### src/rtl/softsw_pkg.sv
`default_nettype none
// ============================================================================
// Module      : softsw_pkg
// Description : Shared definitions for the soft-switch command sequencer:
//               decoder opcodes, the NOP opcode, FSM states, and a helper
//               that recognises idle words.
// Revision    : 1.0 - initial release
// ============================================================================
package softsw_pkg;

   // Decoder opcodes (command bits [15:8])
   localparam logic [7:0] SOFTSW_OP_ROM_BANK   = 8'h00;
   localparam logic [7:0] SOFTSW_OP_RAM_BANK   = 8'h01;
   localparam logic [7:0] SOFTSW_OP_VIDEO_MODE = 8'h02;
   localparam logic [7:0] SOFTSW_OP_PALETTE    = 8'h03;
   localparam logic [7:0] SOFTSW_OP_SCANLINES  = 8'h04;
   localparam logic [7:0] SOFTSW_OP_VOLUME     = 8'h05;
   localparam logic [7:0] SOFTSW_OP_CPU_SPEED  = 8'h06;
   localparam logic [7:0] SOFTSW_OP_JOY_SWAP   = 8'h07;
   localparam logic [7:0] SOFTSW_OP_DISK_SEL   = 8'h08;
   localparam logic [7:0] SOFTSW_OP_TAPE_CTRL  = 8'h09;
   localparam logic [7:0] SOFTSW_OP_OSD_SHOW   = 8'h0A;
   localparam logic [7:0] SOFTSW_OP_KEY_MAP    = 8'h0B;
   localparam logic [7:0] SOFTSW_OP_PAUSE      = 8'h0C;
   localparam logic [7:0] SOFTSW_OP_RESET      = 8'h0D;

   // Opcode the decoder never acts on
   localparam logic [7:0] SOFTSW_OP_NOP        = 8'hFF;

   // Output sequencing states
   typedef enum logic [1:0] {
      IDLE = 2'd0,
      HOLD = 2'd1,
      GAP  = 2'd2
   } softsw_state_e;

   // True when a command carries the idle opcode
   function automatic logic is_nop(input logic [15:0] cmd, input logic [15:0] nop_word);
      return cmd[15:8] == nop_word[15:8];
   endfunction

endpackage : softsw_pkg
`default_nettype wire

### src/rtl/softsw_cmd_fifo.sv
`default_nettype none
// ============================================================================
// Module      : softsw_cmd_fifo
// Description : Synchronous command FIFO, power-of-two depth, wrapping
//               pointers and an occupancy counter. With
//               SOFTSW_SEQ_COALESCE_EN defined it also exposes the most
//               recently written entry and lets it be overwritten in place.
// Revision    : 1.0 - initial release
// ============================================================================
module softsw_cmd_fifo #(
   parameter int DEPTH = 4,
   parameter int WIDTH = 16,
   localparam int AW   = $clog2(DEPTH),
   localparam int CW   = AW + 1
) (
   input  logic             clk,
   input  logic             rst_n,
   input  logic             push_i,
   input  logic             pop_i,
   input  logic [WIDTH-1:0] din_i,
`ifdef SOFTSW_SEQ_COALESCE_EN
   input  logic             ovr_i,
   output logic [WIDTH-1:0] tail_o,
`endif
   output logic [WIDTH-1:0] dout_o,
   output logic             full_o,
   output logic             empty_o,
   output logic [CW-1:0]    count_o
);

   logic [WIDTH-1:0] mem_q [DEPTH];
   logic [AW-1:0]    wr_q;
   logic [AW-1:0]    rd_q;
   logic [CW-1:0]    cnt_q;
   logic             w_push;
   logic             w_pop;
   logic [AW-1:0]    w_tail_idx;

   assign full_o     = (cnt_q == CW'(DEPTH));
   assign empty_o    = (cnt_q == '0);
   assign count_o    = cnt_q;
   assign dout_o     = mem_q[rd_q];
   assign w_push     = push_i && !full_o;
   assign w_pop      = pop_i && !empty_o;
   assign w_tail_idx = wr_q - 1'b1;

`ifdef SOFTSW_SEQ_COALESCE_EN
   assign tail_o = mem_q[w_tail_idx];
`endif

   // Pointer and occupancy bookkeeping; push and pop together leave occupancy unchanged
   always_ff @(posedge clk or negedge rst_n) begin
      if (!rst_n) begin
         wr_q  <= '0;
         rd_q  <= '0;
         cnt_q <= '0;
      end else begin
         if (w_push) wr_q <= wr_q + 1'b1;
         if (w_pop)  rd_q <= rd_q + 1'b1;
         cnt_q <= cnt_q + CW'(w_push) - CW'(w_pop);
      end
   end

   // Entry storage; the tail overwrite is never requested together with a push
   always_ff @(posedge clk) begin
      if (w_push) mem_q[wr_q] <= din_i;
`ifdef SOFTSW_SEQ_COALESCE_EN
      if (ovr_i)  mem_q[w_tail_idx] <= din_i;
`endif
   end

endmodule : softsw_cmd_fifo
`default_nettype wire

### src/rtl/softsw_sequencer.sv
`default_nettype none
// ============================================================================
// Module      : softsw_sequencer
// Description : Round-robin arbiter for two command sources, command queue,
//               and output FSM that holds each command on the soft-switch bus
//               followed by a NOP gap so the decoder fires once per command.
//               Optional macro SOFTSW_SEQ_COALESCE_EN: a command with the same
//               opcode as the still-queued tail entry replaces its data.
// Revision    : 1.0 - initial release
// ============================================================================
module softsw_sequencer
   import softsw_pkg::*;
#(
   parameter int          FIFO_DEPTH  = 4,
   parameter int          HOLD_CYCLES = 4,
   parameter logic [15:0] NOP_CMD     = 16'hFF00
) (
   input  logic        clk,
   input  logic        reset_n,
   input  logic        req0_valid,
   input  logic [15:0] req0_cmd,
   output logic        req0_ready,
   input  logic        req1_valid,
   input  logic [15:0] req1_cmd,
   output logic        req1_ready,
   output logic [15:0] softsw_command,
   output logic        busy
);

   localparam int          CW        = $clog2(FIFO_DEPTH) + 1;
   localparam int          HW        = (HOLD_CYCLES > 1) ? $clog2(HOLD_CYCLES) : 1;
   localparam logic [HW-1:0] HOLD_LAST = HW'(HOLD_CYCLES - 1);

   softsw_state_e state_q, state_d;
   logic [HW-1:0] cnt_q, cnt_d;
   logic [15:0]   bus_q, bus_d;
   logic          busy_q, busy_d;
   logic          rr_q, rr_d;

   logic          w_full, w_empty;
   logic [CW-1:0] w_count, w_occ_next;
   logic [15:0]   w_head, w_cmd;
   logic          w_gnt0, w_gnt1, w_acc, w_drop, w_coal, w_push, w_pop;

   // Grant: a lone requester wins; on contention the pointer source wins
   assign w_gnt0     = req0_valid && (!req1_valid || !rr_q);
   assign w_gnt1     = req1_valid && (!req0_valid ||  rr_q);
   assign req0_ready = w_gnt0 && !w_full;
   assign req1_ready = w_gnt1 && !w_full;

   assign w_acc  = (req0_valid && req0_ready) || (req1_valid && req1_ready);
   assign w_cmd  = req0_ready ? req0_cmd : req1_cmd;
   assign w_drop = is_nop(w_cmd, NOP_CMD);

`ifdef SOFTSW_SEQ_COALESCE_EN
   logic [15:0] w_tail;
   logic        w_tail_live;
   // The tail is no longer queued if it is the only entry and is leaving now
   assign w_tail_live = !w_empty && !(w_pop && (w_count == CW'(1)));
   assign w_coal      = w_acc && !w_drop && w_tail_live && (w_tail[15:8] == w_cmd[15:8]);
`else
   assign w_coal      = 1'b0;
`endif

   assign w_push     = w_acc && !w_drop && !w_coal;
   assign rr_d       = (req0_valid && req1_valid && w_acc) ? !rr_q : rr_q;
   assign w_occ_next = w_count + CW'(w_push) - CW'(w_pop);
   assign busy_d     = (state_d != IDLE) || (w_occ_next != '0);

   softsw_cmd_fifo #(
      .DEPTH   (FIFO_DEPTH),
      .WIDTH   (16)
   ) u_fifo (
      .clk     (clk),
      .rst_n   (reset_n),
      .push_i  (w_push),
      .pop_i   (w_pop),
      .din_i   (w_cmd),
`ifdef SOFTSW_SEQ_COALESCE_EN
      .ovr_i   (w_coal),
      .tail_o  (w_tail),
`endif
      .dout_o  (w_head),
      .full_o  (w_full),
      .empty_o (w_empty),
      .count_o (w_count)
   );

   // Output sequencing: load a command, hold it, then hold NOP before the next
   always_comb begin
      state_d = state_q;
      cnt_d   = cnt_q;
      bus_d   = bus_q;
      w_pop   = 1'b0;
      case (state_q)
         IDLE: begin
            if (!w_empty) begin
               bus_d   = w_head;
               w_pop   = 1'b1;
               cnt_d   = HOLD_LAST;
               state_d = HOLD;
            end
         end
         HOLD: begin
            if (cnt_q != '0) begin
               cnt_d = cnt_q - 1'b1;
            end else begin
               bus_d   = NOP_CMD;
               cnt_d   = HOLD_LAST;
               state_d = GAP;
            end
         end
         GAP: begin
            if (cnt_q != '0) begin
               cnt_d = cnt_q - 1'b1;
            end else if (!w_empty) begin
               bus_d   = w_head;
               w_pop   = 1'b1;
               cnt_d   = HOLD_LAST;
               state_d = HOLD;
            end else begin
               state_d = IDLE;
            end
         end
         default: begin
            state_d = IDLE;
            bus_d   = NOP_CMD;
            cnt_d   = '0;
         end
      endcase
   end

   // State, bus, busy and round-robin registers
   always_ff @(posedge clk or negedge reset_n) begin
      if (!reset_n) begin
         state_q <= IDLE;
         cnt_q   <= '0;
         bus_q   <= NOP_CMD;
         busy_q  <= 1'b0;
         rr_q    <= 1'b0;
      end else begin
         state_q <= state_d;
         cnt_q   <= cnt_d;
         bus_q   <= bus_d;
         busy_q  <= busy_d;
         rr_q    <= rr_d;
      end
   end

   assign softsw_command = bus_q;
   assign busy           = busy_q;

endmodule : softsw_sequencer
`default_nettype wire

### config.mk
export PLATFORM = sky130hd
export DESIGN_NAME = softsw_sequencer
export DESIGN_NICKNAME = d
export VERILOG_FILES = /design/src/rtl/softsw_pkg.sv /design/src/rtl/softsw_cmd_fifo.sv /design/src/rtl/softsw_sequencer.sv
export SDC_FILE = /design/constraint.sdc
export NUM_CORES = 1
export LEC_CHECK = 0
export ABC_AREA = 1
export BUFFER_PORTS_ARGS = -buffer_cell sky130_fd_sc_hd__buf_2
export CORE_AREA = 3 3 94 96
export CTS_CLUSTER_SIZE = 16
export DETAILED_ROUTE_END_ITERATION = 6
export DIE_AREA = 0 0 97 99
export GPL_TIMING_DRIVEN = 0
export HOLD_SLACK_MARGIN = 0.02
export PLACE_DENSITY = 0.8
export SLEW_MARGIN = 0
export SYNTH_ARGS = -nofsm -noshare
export SYNTH_HDL_FRONTEND = slang
export SYNTH_SLANG_ARGS = --single-unit
export TNS_END_PERCENT = 50
### constraint.sdc
create_clock -name clk -period 2.6 [get_ports clk]
set_input_delay 0.26 -clock clk [delete_from_list [all_inputs] [get_ports clk]]
set_output_delay 0.26 -clock clk [all_outputs]
set_load 0.01 [all_outputs]
# ---- Yosys cells after proc, flatten, opt, wreduce, memory -nomap -nowiden
# Memory sizes are Yosys's and may differ from the RTL's.
# Cells that the tools add are included.
dict set report op_classes {
  n_eq_ne 6
  reduce_logical 27
  addsub 7
  n_mux 19
}
# op n
set ops {}
lappend ops {{two-way mux 16 bit} 4}
lappend ops {{case mux 16 bit (3 select lines)} 1}
lappend ops {{two-way mux 2 bit} 6}
lappend ops {{case mux 2 bit (3 select lines)} 2}
lappend ops {{logical AND 1 bit} 11}
lappend ops {{== test 8 bit (second input constant)} 1}
lappend ops {{adder 3 x 1 -> 3 bit} 2}
lappend ops {{logical NOT 1 bit} 6}
lappend ops {{subtractor 3 x 1 -> 3 bit} 2}
lappend ops {{two-way mux 1 bit} 5}
lappend ops {{adder 2 x 1 -> 2 bit (second input constant)} 2}
lappend ops {{logical OR 1 bit} 4}
lappend ops {{!= test 2 bit (second input constant)} 2}
lappend ops {{nonzero test 2 bit} 2}
lappend ops {{== test 3 bit (second input constant)} 1}
lappend ops {{logical NOT 3 bit} 1}
lappend ops {{nonzero test 3 bit} 1}
lappend ops {{== test 2 x 1 -> 1 bit (second input constant)} 1}
lappend ops {{== test 2 bit (second input constant)} 1}
lappend ops {{logical NOT 2 bit} 1}
lappend ops {{case mux 1 bit (2 select lines)} 1}
lappend ops {{AND reduction 2 bit} 1}
lappend ops {{subtractor 2 x 1 -> 2 bit (second input constant)} 1}
dict set report word_totals {
  in_bits 36
  mem_bits_rw 64
  wordCells 68
  reg_bits 29
  mem_count 1
  output_inout_bits 19
}
# memory words width rd rd_clocked_by_memory_dff write_ports line_no
set mem_list {}
lappend mem_list {u_fifo.mem_q 4 16 1 0 1 softsw_cmd_fifo.sv:31} ;# logic [WIDTH-1:0] mem_q [DEPTH];

# ---- Longest topological paths before layout
# Gate-level depths: netlist (run 1).
dict set report logic_depth {
  ltp_word 12
  mapped_depth 16
  mapped_depth_nobuf 16
}

# ---- By module
# Synthesis (run 1) repeated with hierarchy kept, for this count alone.
dict set report hier_totals {
  cells_unflattened 449
  hier_area_um2 4418.0
}
# module n_inst seq_area_each_um2 area_each_um2 cells_per_inst
set by_module_without_submodules {}
lappend by_module_without_submodules {softsw_cmd_fifo 1 2097.0 3007.9 263}
lappend by_module_without_submodules {softsw_sequencer 1 560.5 1410.1 186}

# ---- Least setup slack after synthesis (run 1)
# No wires, ideal clock.
dict set report synth_path {
  kind {flip-flop to flip-flop}
  from {reg u_fifo.cnt_q[1], in the netlist u_fifo.count_o[1]}
  to {reg busy_q, in the netlist busy}
  path_stages_with_launch 16
  required_time_ps 2471
  period_less_slack_ps 2575
  setup_ps 129
  n_path_buf 1
  slack_ps 25
  arrival_ps 2446
  path_cell_list {dfrtp_1 > nor2_2 > nand2_4 > buf_8 > nand3_1 > nand2_1 > nand2_1 > nor2_2 > nand2_2 > nand2_4 > ha_1 > inv_1 > ha_1 > fa_1 > nor4_1 > nand2_1}
}
dict set report synth_via {
  elab_chain_cells 11
  elab_cells_between_ends 24
  classes_between {add/sub (2); eq/ne (2); mux (8); reduce/logical (12)}
}
# item line_no
set synth_rtl {}
lappend synth_rtl {{start: declaration} softsw_cmd_fifo.sv:34} ;# logic [CW-1:0] cnt_q;
lappend synth_rtl {{start signal: assignment} softsw_cmd_fifo.sv:60} ;# cnt_q <= cnt_q + CW'(w_push) - CW'(w_pop);
lappend synth_rtl {{== test 3 bit} softsw_cmd_fifo.sv:39} ;# assign full_o = (cnt_q == CW'(DEPTH));
lappend synth_rtl {{logical NOT 1 bit} softsw_sequencer.sv:48} ;# assign req0_ready = w_gnt0 && !w_full;
lappend synth_rtl {{logical AND 1 bit} softsw_sequencer.sv:48}
lappend synth_rtl {{two-way mux 16 bit} softsw_sequencer.sv:52} ;# assign w_cmd = req0_ready ? req0_cmd : req1_cmd;
lappend synth_rtl {{via u_fifo.din_i[10]} softsw_cmd_fifo.sv:20} ;# input logic [WIDTH-1:0] din_i,
lappend synth_rtl {{== test 8 bit} softsw_pkg.sv:39} ;# return cmd[15:8] == nop_word[15:8];
lappend synth_rtl {{logical NOT 1 bit} softsw_sequencer.sv:65} ;# assign w_push = w_acc && !w_drop && !w_coal;
lappend synth_rtl {{logical AND 1 bit} softsw_sequencer.sv:65}
lappend synth_rtl {{adder 3 x 1 -> 3 bit} softsw_sequencer.sv:67} ;# assign w_occ_next = w_count + CW'(w_push) - CW'(w_pop);
lappend synth_rtl {{subtractor 3 x 1 -> 3 bit} softsw_sequencer.sv:67}
lappend synth_rtl {{nonzero test 3 bit} softsw_sequencer.sv:68} ;# assign busy_d = (state_d != IDLE) || (w_occ_next != '0);
lappend synth_rtl {{logical OR 1 bit} softsw_sequencer.sv:68}
lappend synth_rtl {{via busy_d} softsw_sequencer.sv:37} ;# logic busy_q, busy_d;
lappend synth_rtl {{end signal: assignment} softsw_sequencer.sv:145} ;# busy_q <= busy_d;
lappend synth_rtl {{end: declaration} softsw_sequencer.sv:37}
# The timed path passes the listed nets, and every way through them passes these cells.
# A chain may end at the register's enable or synchronous reset.

# ---- Worst setup path in the final report (run 1)
# Ends and elaborated chain as after synthesis.

==> results of run 1 <==
logic make-up (layout without fill, tap and decap cells):
kind of cell	Yosys count	in the layout	share of synthesized area [%]
AOI/OAI and AO/OA	72	72	11.01
adders and majority gates	12	12	4.083
xor gates and xnor gates	4	4	0.8662
and+or+nand+nor	125	125	13.24
buffers and inverters	51	141	5.103
DFF	93	93	65.70
tightest hold or removal path, stage by stage:
cell and delay [ps]:
buf_2 70, nand2_1 40, nand2_1 90
placed cells by master, fill, tap and decap left out, types with 2 or more instances in the layout:
| cell type | n |
|---|---|
| a21oi_1 | 2 |
| a22o_1 | 8 |
| buf_2 | 56 |
| buf_4 | 18 |
| clkbuf_1 | 9 |
| clkbuf_8 | 9 |
| clkinvlp_4 | 3 |
| dfrtp_1 | 20 |
| dfstp_2 | 8 |
| edfxtp_1 | 64 |
| ha_1 | 7 |
| ha_4 | 2 |
| inv_1 | 33 |
| inv_2 | 4 |
| inv_6 | 2 |
| nand2_1 | 45 |
| nand2_2 | 13 |
| nand2_4 | 3 |
| nand3_1 | 11 |
| nor2_1 | 43 |
| nor2_2 | 3 |
| nor2_4 | 4 |
| o21ai_0 | 32 |
| o22ai_1 | 24 |
| xor2_1 | 3 |
stage by stage:
step           setup TNS (ps)  total power, mW  utilization, %  std cells  area, µm²
2_1_floorplan               0            3.930               -        357       4045
3_3_place_gp           -20160            4.503           54.67        516       4447
3_5_place_dp           -275.1            4.659           54.99        518       4473
4_1_cts                -44.34            5.641           58.48        545       4757
5_1_grt                -460.8            6.268           60.38        552       4911
6_report               -97.70            5.877           60.38        552       4911
worst max-delay path by stage:
stage	from	endpoint	slack, ps	cells past startpoint
after floorplan	u_fifo.count_o[1]	busy	30	15
after global placement	u_fifo.count_o[1]	u_fifo.mem_q[0][1]	-320	10
after detailed placement	u_fifo.count_o[1]	busy	-260	15
after CTS	u_fifo.count_o[0]	busy	-40	15
after global routing	u_fifo.count_o[1]	busy	-260	16
final	u_fifo.count_o[1]	busy	-100	16
metal layers:
metal,up-vias,GRT usage (%),share of wire [%]
li1,1404,-,-
met1,1406,22.04,40
met2,110,31.21,51
met3,19,3.326,6.1
met4,0,7.235,2.2
met5,-,0,0
registers in the layout, indices dropped and copies added, names as in the netlist:
register and flops:
rr_q 1, u_fifo.wr_q 2, softsw_command 16, busy 1, u_fifo.rd_q 2, cnt_q 2, state_q 2, u_fifo.count_o 3
u_fifo.mem_q 64
power breakdown:
part / internal [mW] / switching [mW]
clock network: 0.359 / 0.525
logic: 0.972 / 1.62
registers: 2.21 / 0.189
total: 3.54 / 2.34
timing repair:
action | CTS | global route
endpoints found under the setup margin | 2 | 51
endpoints found under the hold margin | 21 | 0
cloned | 0 | 1
setup buffers | 10 | 6
pin swaps | 12 | 14
hold buffers | 1 | 0
gates resized for setup | 7 | 17
area by class of cell:
cell class	count	area (µm²)
sequential	93	2659
timing repair buffer	74	444.2
tap	105	131.4
inverter	38	142.6
clock inverter	7	56.30
buffer	13	66.31
clock buffer	9	123.9
multi-input combinational	213	1287
fill	640	3223
==> impl_metrics.ini, run 1 <==
[outcome]
status = finished, violations left
violations = negative setup slack

[clocking]
clock-sinks = 93
cts-root-buf = clkbuf_8
clk_latency_ps = 360
clockBufferDepth = 2
cts-buffers-inserted = 9
clk_pin_slew_worst_paths_ps = 100
h-tree-depth = 3
cts_tree = yes

[timing]
tightest_slew_ps = 629.8
finClkSkew_ps = 9.677
finalWorstSetupSlack_ps = -97.70
fmax_ghz = 0.3707
min_period_ps = 2698
setup_viol = 1
rsz0062_at_grt = yes
whs_ps = 229.6
fin_crit_sh_pct = 103.8
hold_violations = 0
relSlewSlack_pct = 58.01
finalMaxSlewViolations = 0

[flow_run]
max_cap_viol_count = 0

[cells_and_area]
area_growth_pct = 21.40
nets = 490
drive_gt1_share_pct = 30.87
antenna_cells = 0

[yosys]
synth_ff_type = edfxtp_1
synthDistinctLibCells = 30
synth_area_leader_cell = edfxtp_1
synthArstFlopShare_pct = 31.18
yosys_warnings = 0
ys_seq_elements = 93
synth_area_per_cell_um2 = 11.33
synth.most_common_cell = edfxtp_1
synth_common_cells = 64 x edfxtp_1, 51 x nand2_1, 47 x nor2_1
yosys.area.top_type_share_pct = 47.51
synth.area.top_cells = edfxtp_1 48%, dfrtp_1 13%, dfstp_2 5.2%
syn_area_mm2 = 0.004045
synth_edf_count = 64
synth.net_count = 405
ys_seq_area_share_pct = 65.70
syn_inst = 357

[place]
hpwl_mm = 5.748
place_ws_ps = -256.4
io_buffer_count = 54
routabilityCongestion = 0.7668

[worst_setup_path]
rrSetupSlack_ps = -100
path_class = reg -> reg
reg2reg_depth = 16
cp_cell_sequence = nor2_4 -> nand2_4 -> buf_8 -> nand3_1 -> nand2_2 -> nand2_1 -> nor2_2 -> nand2_2 -> nand2_4 -> ha_4 -> inv_2 -> ha_4 -> fa_2 -> xnor2_2 -> nor4_2 -> nand2_1
crit_fanout = 5
r2r-start = u_fifo.count_o[1]
r2r-end = busy
worst_ep_arrival_time_ps = 2940
crit_required_ps = 2840
slowest_delay_ps = 430
crit_buf_inv = 2
crit_slowest_cell = dfrtp_2
end_kind = register
cp-start-kind = register
cpLargestDelayFamily = simple AND/OR/NAND/NOR gates

[die]
fp.dieW_um = 97
core-area_mm2 = 0.008134
initial_core_util_pct = 49.73
placementRows = 33
die_y_um = 99
dieArea_mm2 = 0.009603
ios = 55

[detailed_routing]
drt-pass1-iter-count = 4
routed_wl_mm = 8.858
drtAntennaViolNets = 0
via_count = 2939
wl_per_cell_um = 16.05
via_per_inst = 5.324
drc = 0
first_iter_violations = 194

[global_routing]
grt_pass1_wl_mm = 13.38
grt_overflow = 0
grt_pass1_vias = 2749
antenna_found_initial = 0
grt_max_degree = 30
grt_usage_pct = 17.89

[power]
leakage_nw = 2.040
powerDensity_mw_per_mm2 = 1197
ir_drop_uv = 414.8

[min_path]
hold_end = u_fifo.mem_q[2][4]
whs_path_depth = 3
worstHoldStart = req0_cmd[4]
hp-class = in -> reg
No activity file was read; power rests on OpenSTA's default activity.
==> run 2: changes to the inputs <==
--- a/config.mk
+++ b/config.mk
@@ -7,15 +7,17 @@
 export LEC_CHECK = 0
 export ABC_AREA = 1
 export BUFFER_PORTS_ARGS = -buffer_cell sky130_fd_sc_hd__buf_2
-export CORE_AREA = 3 3 94 96
+export CAP_MARGIN = 30
+export CORE_AREA = 3 3 97 99
 export CTS_CLUSTER_SIZE = 16
 export DETAILED_ROUTE_END_ITERATION = 6
-export DIE_AREA = 0 0 97 99
+export DIE_AREA = 0 0 100 102
 export GPL_TIMING_DRIVEN = 0
-export HOLD_SLACK_MARGIN = 0.02
-export PLACE_DENSITY = 0.8
+export HOLD_SLACK_MARGIN = 0.03
+export PLACE_DENSITY = 0.81
 export SLEW_MARGIN = 0
 export SYNTH_ARGS = -nofsm -noshare
 export SYNTH_HDL_FRONTEND = slang
+export SYNTH_HIERARCHICAL = 1
 export SYNTH_SLANG_ARGS = --single-unit
 export TNS_END_PERCENT = 50
==> run 2 against run 1 <==
Net effect:
- the flow now finishes without violations
- setup slack improved by 120 ps
- combinational power grew 25%
- via count grew 12%
- largest cell class unchanged
- utilization rose by 1.9 points
- final cell count increased by 18%
- sequential share of layout area fell by 4.7 points
- global-route usage grew 1.3 points
- clock power shrank 9.0%
==> impl_metrics.ini, run 2 <==
[cells_and_area]
largest_reg_flops = 64
regArea_mm2 = 0.002658
drive_gt1_share_pct = 31.19
final_common_cell = nand2_1
regMostFlops = u_fifo/mem_q
antenna_cells = 0
multi_input_area_mm2 = 0.001562
final_cell_mix = 100 x nand2_1, 64 x edfxtp_1, 58 x buf_2
nets = 588
area_growth_pct = 21.64
nFillCells = 714

[worst_setup_path]
crit_required_ps = 2840
cpMostUsedCell = nand2_2
crit_slowest_cell = dfrtp_1
cpLargestDelayFamily = simple AND/OR/NAND/NOR gates
path_class = reg -> reg
rrSetupSlack_ps = 20
cp_cell_sequence = nor2_2 -> nand2_2 -> inv_2 -> buf_6 -> nor2_4 -> nand3_2 -> nand2_2 -> nand2_2 -> nor2_4 -> nand2_2 -> nand2_4 -> ha_4 -> inv_4 -> ha_4 -> fa_1 -> nor2_1 -> nand3_1
worst_ep_arrival_time_ps = 2820
r2r-end = busy
cp-start-kind = register
crit_fanout = 7
crit_buf_inv = 3
r2r-start = u_fifo/count_o[0]
reg2reg_depth = 17
end_kind = register
slowest_delay_ps = 390

[timing]
min_period_ps = 2577
fin_crit_sh_pct = 99.10
finalMaxSlewViolations = 0
whs_ps = 190.7
relSlewSlack_pct = 56.36
tns_ps = 0
finClkSkew_ps = 6.040
setup_viol = 0
rsz0062_at_grt = yes
fmax_ghz = 0.3881
hold_violations = 0
tightest_slew_ps = 654.6

[yosys]
synthAdderAreaFrac_pct = 3.738
synth-compound-area-share_pct = 8.100
synth_common_cells = 116 x nand2_1, 64 x edfxtp_1, 61 x nor2_1
syn_area_mm2 = 0.004418
synth_edf_count = 64
synth_ff_type = edfxtp_1
synth.most_common_cell = nand2_1
synth_area_per_cell_um2 = 9.840
synthXorXnorAreaFrac_pct = 0.3965
ys_seq_area_share_pct = 60.15
synthDistinctLibCells = 32
yosys_warnings = 6
ys_seq_elements = 93
yosys.area.top_type_share_pct = 43.50
syn_inst = 449
synth.net_count = 497
synthArstFlopShare_pct = 31.18
synth_area_leader_cell = edfxtp_1
synth_top_family_by_area = simple AND/OR/NAND/NOR gates
synthSimpleGateAreaFrac_pct = 19.20
synthMuxAreaShare_pct = 0
synth.area.top_cells = edfxtp_1 44%, dfrtp_1 12%, nand2_1 9.9%

[clocking]
clk_pin_slew_worst_paths_ps = 80
cts-root-buf = clkbuf_8
cts_tree = yes
clockBufferDepth = 2
clk_latency_ps = 350
cts-buffers-inserted = 9
clock-sinks = 93
h-tree-depth = 3

[global_routing]
grt_overflow = 0
grt_max_degree = 30
grt_pass1_vias = 3198
antenna_found_initial = 0
grt_pass1_wl_mm = 15.24
grt_usage_pct = 19.15

[detailed_routing]
via_count = 3284
via_per_inst = 5.029
first_iter_violations = 302
drtAntennaViolNets = 0
drc = 0
drt-pass1-iter-count = 5
wl_per_cell_um = 14.85
routed_wl_mm = 9.700

[outcome]
status = completed

[die]
die_y_um = 102
placementRows = 34
core-area_mm2 = 0.008636
dieArea_mm2 = 0.01020
ios = 55
fp.dieW_um = 100
initial_core_util_pct = 51.16

[power]
p_sw_mw = 2.654
total_power_mw = 6.515
internal-power_mw = 3.861
comb_power_share_pct = 49.9
seqPwrFrac_pct = 37.8
leakage_nw = 2.402
p_sw_share_pct = 40.74
ir_drop_uv = 460.4
pwr-share-clk_pct = 12.3
powerDensity_mw_per_mm2 = 1212

[min_path]
hold_end = rr_q
hp-class = in -> reg
whs_path_depth = 3
worstHoldStart = req1_valid

[place]
routabilityCongestion = 0.7813
io_buffer_count = 54
hpwl_mm = 6.561

[flow_run]
max_cap_viol_count = 0
==> run 2: cell types whose count changed after synthesis, moves of 6 or more <==
cell and change:
buf_6 +10, o22ai_1 -24, nand3_1 +7, inv_1 +20, o21ai_1 +31, nand2_1 +65, nor2_1 +14, a21oi_2 +6
clkbuf_1 -8, o21ai_0 -20, a22o_1 -8
==> run 2: metrics by stage <==
stage / utilization [%] / cell area [µm²] / setup WS (ps) / instances
after floorplan: - / 4418 / -105.3 / 449
after global placement: 55.85 / 4823 / -788.7 / 611
after detailed placement: 56.23 / 4856 / -598.5 / 614
after CTS: 59.78 / 5162 / -5.963 / 642
after global routing: 62.23 / 5374 / -106.9 / 653
final: 62.23 / 5374 / 23.31 / 653
==> run 2: kinds of logic after synthesis <==
family,Yosys count
compound gates,61
xor+xnor,2
fa+ha+maj,12
buf+inv,74
flops,93
simple gates,207
==> run 2: layer usage <==
metal / GRT usage [%] / routed length, µm / vias to the layer above / part of all wire (%)
met2: 32.48 / 4968 / 117 / 51
met5: 0 / 0 / - / 0
li1: - / - / 1628 / -
met3: 3.413 / 650 / 15 / 6.7
met4: 6.632 / 170 / 0 / 1.8
met1: 25.03 / 3910 / 1524 / 40
==> run 2: what timing repair did <==
item | in CTS | in global routing
pin swaps | 11 | 18
setup endpoints to repair | 67 | 48
buffers inserted | 11 | 11
gates resized for setup | 21 | 28
hold buffers | 1 | 0
endpoints found under the hold margin | 21 | 0
==> run 2: final cells by class <==
class	count	share of cell area, %
plain buffers	16	2.817
inverters	58	4.144
flip-flops and latches	93	49.45
clock inverters	2	0.2095
repair buffers	80	9.150
clock buffers	14	2.654
well taps	108	2.515
multi-input cells	282	29.06
==> run 2: power groups by stage <==
stage / clock network (mW) / registers (mW) / logic (mW)
after global placement: 0 / 2.48 / 2.62
after detailed placement: 0 / 2.50 / 2.80
after global routing: 0.902 / 2.50 / 3.61
after CTS: 0.819 / 2.45 / 2.98
after floorplan: 0 / 2.49 / 2.00
final: 0.804 / 2.46 / 3.25
==> run 2: worst max path at each step <==
stage | start | end | slack (ps) | depth (start not counted)
6_report | u_fifo/count_o[0] | busy | 20 | 17
3_5_place_dp | u_fifo/count_o[1] | u_fifo/mem_q[0][2] | -600 | 14
2_1_floorplan | u_fifo/count_o[1] | u_fifo/mem_q[0][0] | -110 | 13
4_1_cts | u_fifo/count_o[0] | u_fifo/count_o[2] | -6 | 17
3_3_place_gp | u_fifo/count_o[1] | u_fifo/mem_q[1][4] | -790 | 13
5_1_grt | u_fifo/count_o[1] | busy | -110 | 17
==> run 2: worst min-delay path, delay by kind of cell <==
family	cells	cell delay [ps]
buffers and inverters	1	100
AO/OA/AOI/OAI	2	140
==> run 3: changes to the inputs <==
--- a/config.mk
+++ b/config.mk
@@ -8,16 +8,15 @@
 export ABC_AREA = 1
 export BUFFER_PORTS_ARGS = -buffer_cell sky130_fd_sc_hd__buf_2
 export CAP_MARGIN = 30
-export CORE_AREA = 3 3 97 99
+export CORE_AREA = 3 3 94 96
 export CTS_CLUSTER_SIZE = 16
 export DETAILED_ROUTE_END_ITERATION = 6
-export DIE_AREA = 0 0 100 102
+export DIE_AREA = 0 0 97 99
 export GPL_TIMING_DRIVEN = 0
 export HOLD_SLACK_MARGIN = 0.03
-export PLACE_DENSITY = 0.81
+export PLACE_DENSITY = 0.8
 export SLEW_MARGIN = 0
 export SYNTH_ARGS = -nofsm -noshare
 export SYNTH_HDL_FRONTEND = slang
-export SYNTH_HIERARCHICAL = 1
 export SYNTH_SLANG_ARGS = --single-unit
 export TNS_END_PERCENT = 50
==> run 3 against run 2 <==
Net effect:
- the run now ends with negative setup slack left
- clock skew is 1.7 ps higher
- hold slack gained 32 ps
- critical path depth is 3 lower
- register-to-register slack got worse by 130 ps
- sequential power down 2%
- largest power group unchanged
- highest routed layer unchanged
==> impl_metrics.ini, run 3 (synthesis gave the netlist of run 1 again) <==
[place]
hpwl_mm = 5.736
routabilityCongestion = 0.7668
io_buffer_count = 54

[clocking]
cts-buffers-inserted = 9
cts-root-buf = clkbuf_8
clock-sinks = 93
cts_tree = yes
clk_latency_ps = 350
clk_pin_slew_worst_paths_ps = 90
clockBufferDepth = 2
h-tree-depth = 3

[worst_setup_path]
rrSetupSlack_ps = -100
worst_ep_arrival_time_ps = 2940
crit_required_ps = 2830
r2r-end = busy
end_kind = register
startpoint = u_fifo.count_o[1]
crit_fanout = 4
reg2reg_depth = 14
path_class = reg -> reg
r2r-start = u_fifo.count_o[1]
endpoint = busy
cp-start-kind = register

[outcome]
violations = negative setup slack
status = finished, violations left

[timing]
fmax_ghz = 0.3701
min_period_ps = 2702
fin_crit_sh_pct = 103.9
rsz0062_at_grt = yes
finalWorstSetupSlack_ps = -102.1
setup_viol = 1
relSlewSlack_pct = 39.21
hold_violations = 0
finalMaxSlewViolations = 0
tightest_slew_ps = 910.8
finClkSkew_ps = 7.707

[global_routing]
antenna_found_initial = 0
grt_pass1_vias = 2821
met3_usage_pct = 3.680
grt_max_degree = 30
use_met1_pct = 21.52
grtUsageMet2_pct = 30.68
grt_pass1_wl_mm = 13.29
grt_overflow = 0
grt-busiest-layer = met2
grt_usage_pct = 17.64

[detailed_routing]
via_per_inst = 5.241
first_iter_violations = 119
via_count = 2909
drt-pass1-iter-count = 4
wl_per_cell_um = 16.21
drc = 0
drtAntennaViolNets = 0
routed_wl_mm = 8.998

[cells_and_area]
drive_gt1_share_pct = 32.89
final_cell_mix = 64 x edfxtp_1, 56 x buf_2, 43 x nand2_1
antenna_cells = 0
regMostFlops = u_fifo.mem_q
finalCoreUtilization_pct = 61.85
area_growth_pct = 24.37
final_common_cell = edfxtp_1
nFillCells = 622
largest_reg_flops = 64
nets = 493

[power]
powerDensity_mw_per_mm2 = 1215
seqPwrFrac_pct = 39.3
ir_drop_uv = 367.1
comb_power_share_pct = 43.4
p_sw_share_pct = 38.37
pwr-share-clk_pct = 17.2
internal-power_mw = 3.767
total_power_mw = 6.111
leakage_nw = 2.091
p_sw_mw = 2.345

[die]
placementRows = 33
ios = 55
core-area_mm2 = 0.008134
initial_core_util_pct = 49.73
dieArea_mm2 = 0.009603
fp.dieW_um = 97
die_y_um = 99

[flow_run]
max_cap_viol_count = 0

[min_path]
hp-class = in -> reg
## run 3: cell count changes in the layout (fill, tap and decap cells not counted), moves of 3 or more
cell      change
nand3_1       -8
o22ai_1      +24
a21oi_2       -7
clkbuf_1      +3
nor2_1       -11
buf_6        -11
nor2_4        -6
a22o_1        +8
inv_1        -19
o21ai_0      +21
o21ai_1      -32
xor2_1        +3
nand2_1      -57
## run 3: worst min path at each step
stage / start / endpoint / slack, ps / cells after the start
2_1_floorplan: reset_n / busy / -40 / 0
3_3_place_gp: reset_n / rr_q / 310 / 1
3_5_place_dp: reset_n / rr_q / 320 / 1
4_1_cts: req0_valid / rr_q / 210 / 4
5_1_grt: req0_valid / rr_q / 240 / 4
6_report: req0_valid / rr_q / 220 / 4
## run 3: critical path, cell delays in order (launching register included)
cell and delay, ps:
dfrtp_2 430, nor2_4 130, nand2_4 100, clkbuf_16 170, buf_4 140, o211ai_1 170, nand2_2 160, nand2_4 110
ha_4 120, inv_2 40, ha_4 150, fa_2 370, xnor2_2 140, nor4_2 270, nand2_1 90
## run 3: through the flow
stage / instances / TNS (ps) / instance area, µm² / worst slack (ps) / hold WS [ps]
floorplan: 357 / 0 / 4045 / 25.04 / -35.59
global placement: 516 / -20160 / 4447 / -323.0 / 313.7
detailed placement: 518 / -268.3 / 4473 / -252.7 / 315.6
CTS: 543 / -46.24 / 4796 / -46.24 / 207.5
global route: 555 / -494.5 / 5031 / -220.7 / 241.5
finish: 555 / -102.1 / 5031 / -102.1 / 222.5
## run 3: routing by layer
metal  share of wire (%)  routed length [µm]  up-vias
li1                    -                   -     1406
met1                  40                3599     1386
met2                  52                4662      102
met3                 6.1                 549       15
met4                 2.1                 187        0
met5                   0                   0        -
## run 3: repair_timing
action,CTS,global route
setup endpoints to repair,2,35
cloned,0,1
hold endpoints to repair,21,0
pin swaps,10,22
buffers inserted,8,11
hold buffers,1,0
gates resized for setup,7,26
## run 3: final cells by class
| type | instances | area (µm²) | share of cell area, % |
|---|---|---|---|
| multi-input cells | 213 | 1328 | 26.39 |
| clock inverters | 7 | 97.59 | 1.940 |
| well taps | 105 | 131.4 | 2.611 |
| inverters | 38 | 142.6 | 2.835 |
| repair buffers | 77 | 479.2 | 9.525 |
| plain buffers | 13 | 70.07 | 1.393 |
| flip-flops and latches | 93 | 2659 | 52.85 |
| clock buffers | 9 | 123.9 | 2.462 |
## run 3: power groups by stage
stage,clock [mW],combinational (mW),sequential (mW)
6_report,1.05,2.65,2.40
3_5_place_dp,0,2.22,2.44
2_1_floorplan,0,1.49,2.44
5_1_grt,1.12,2.93,2.45
4_1_cts,1.06,2.34,2.40
3_3_place_gp,0,2.08,2.42
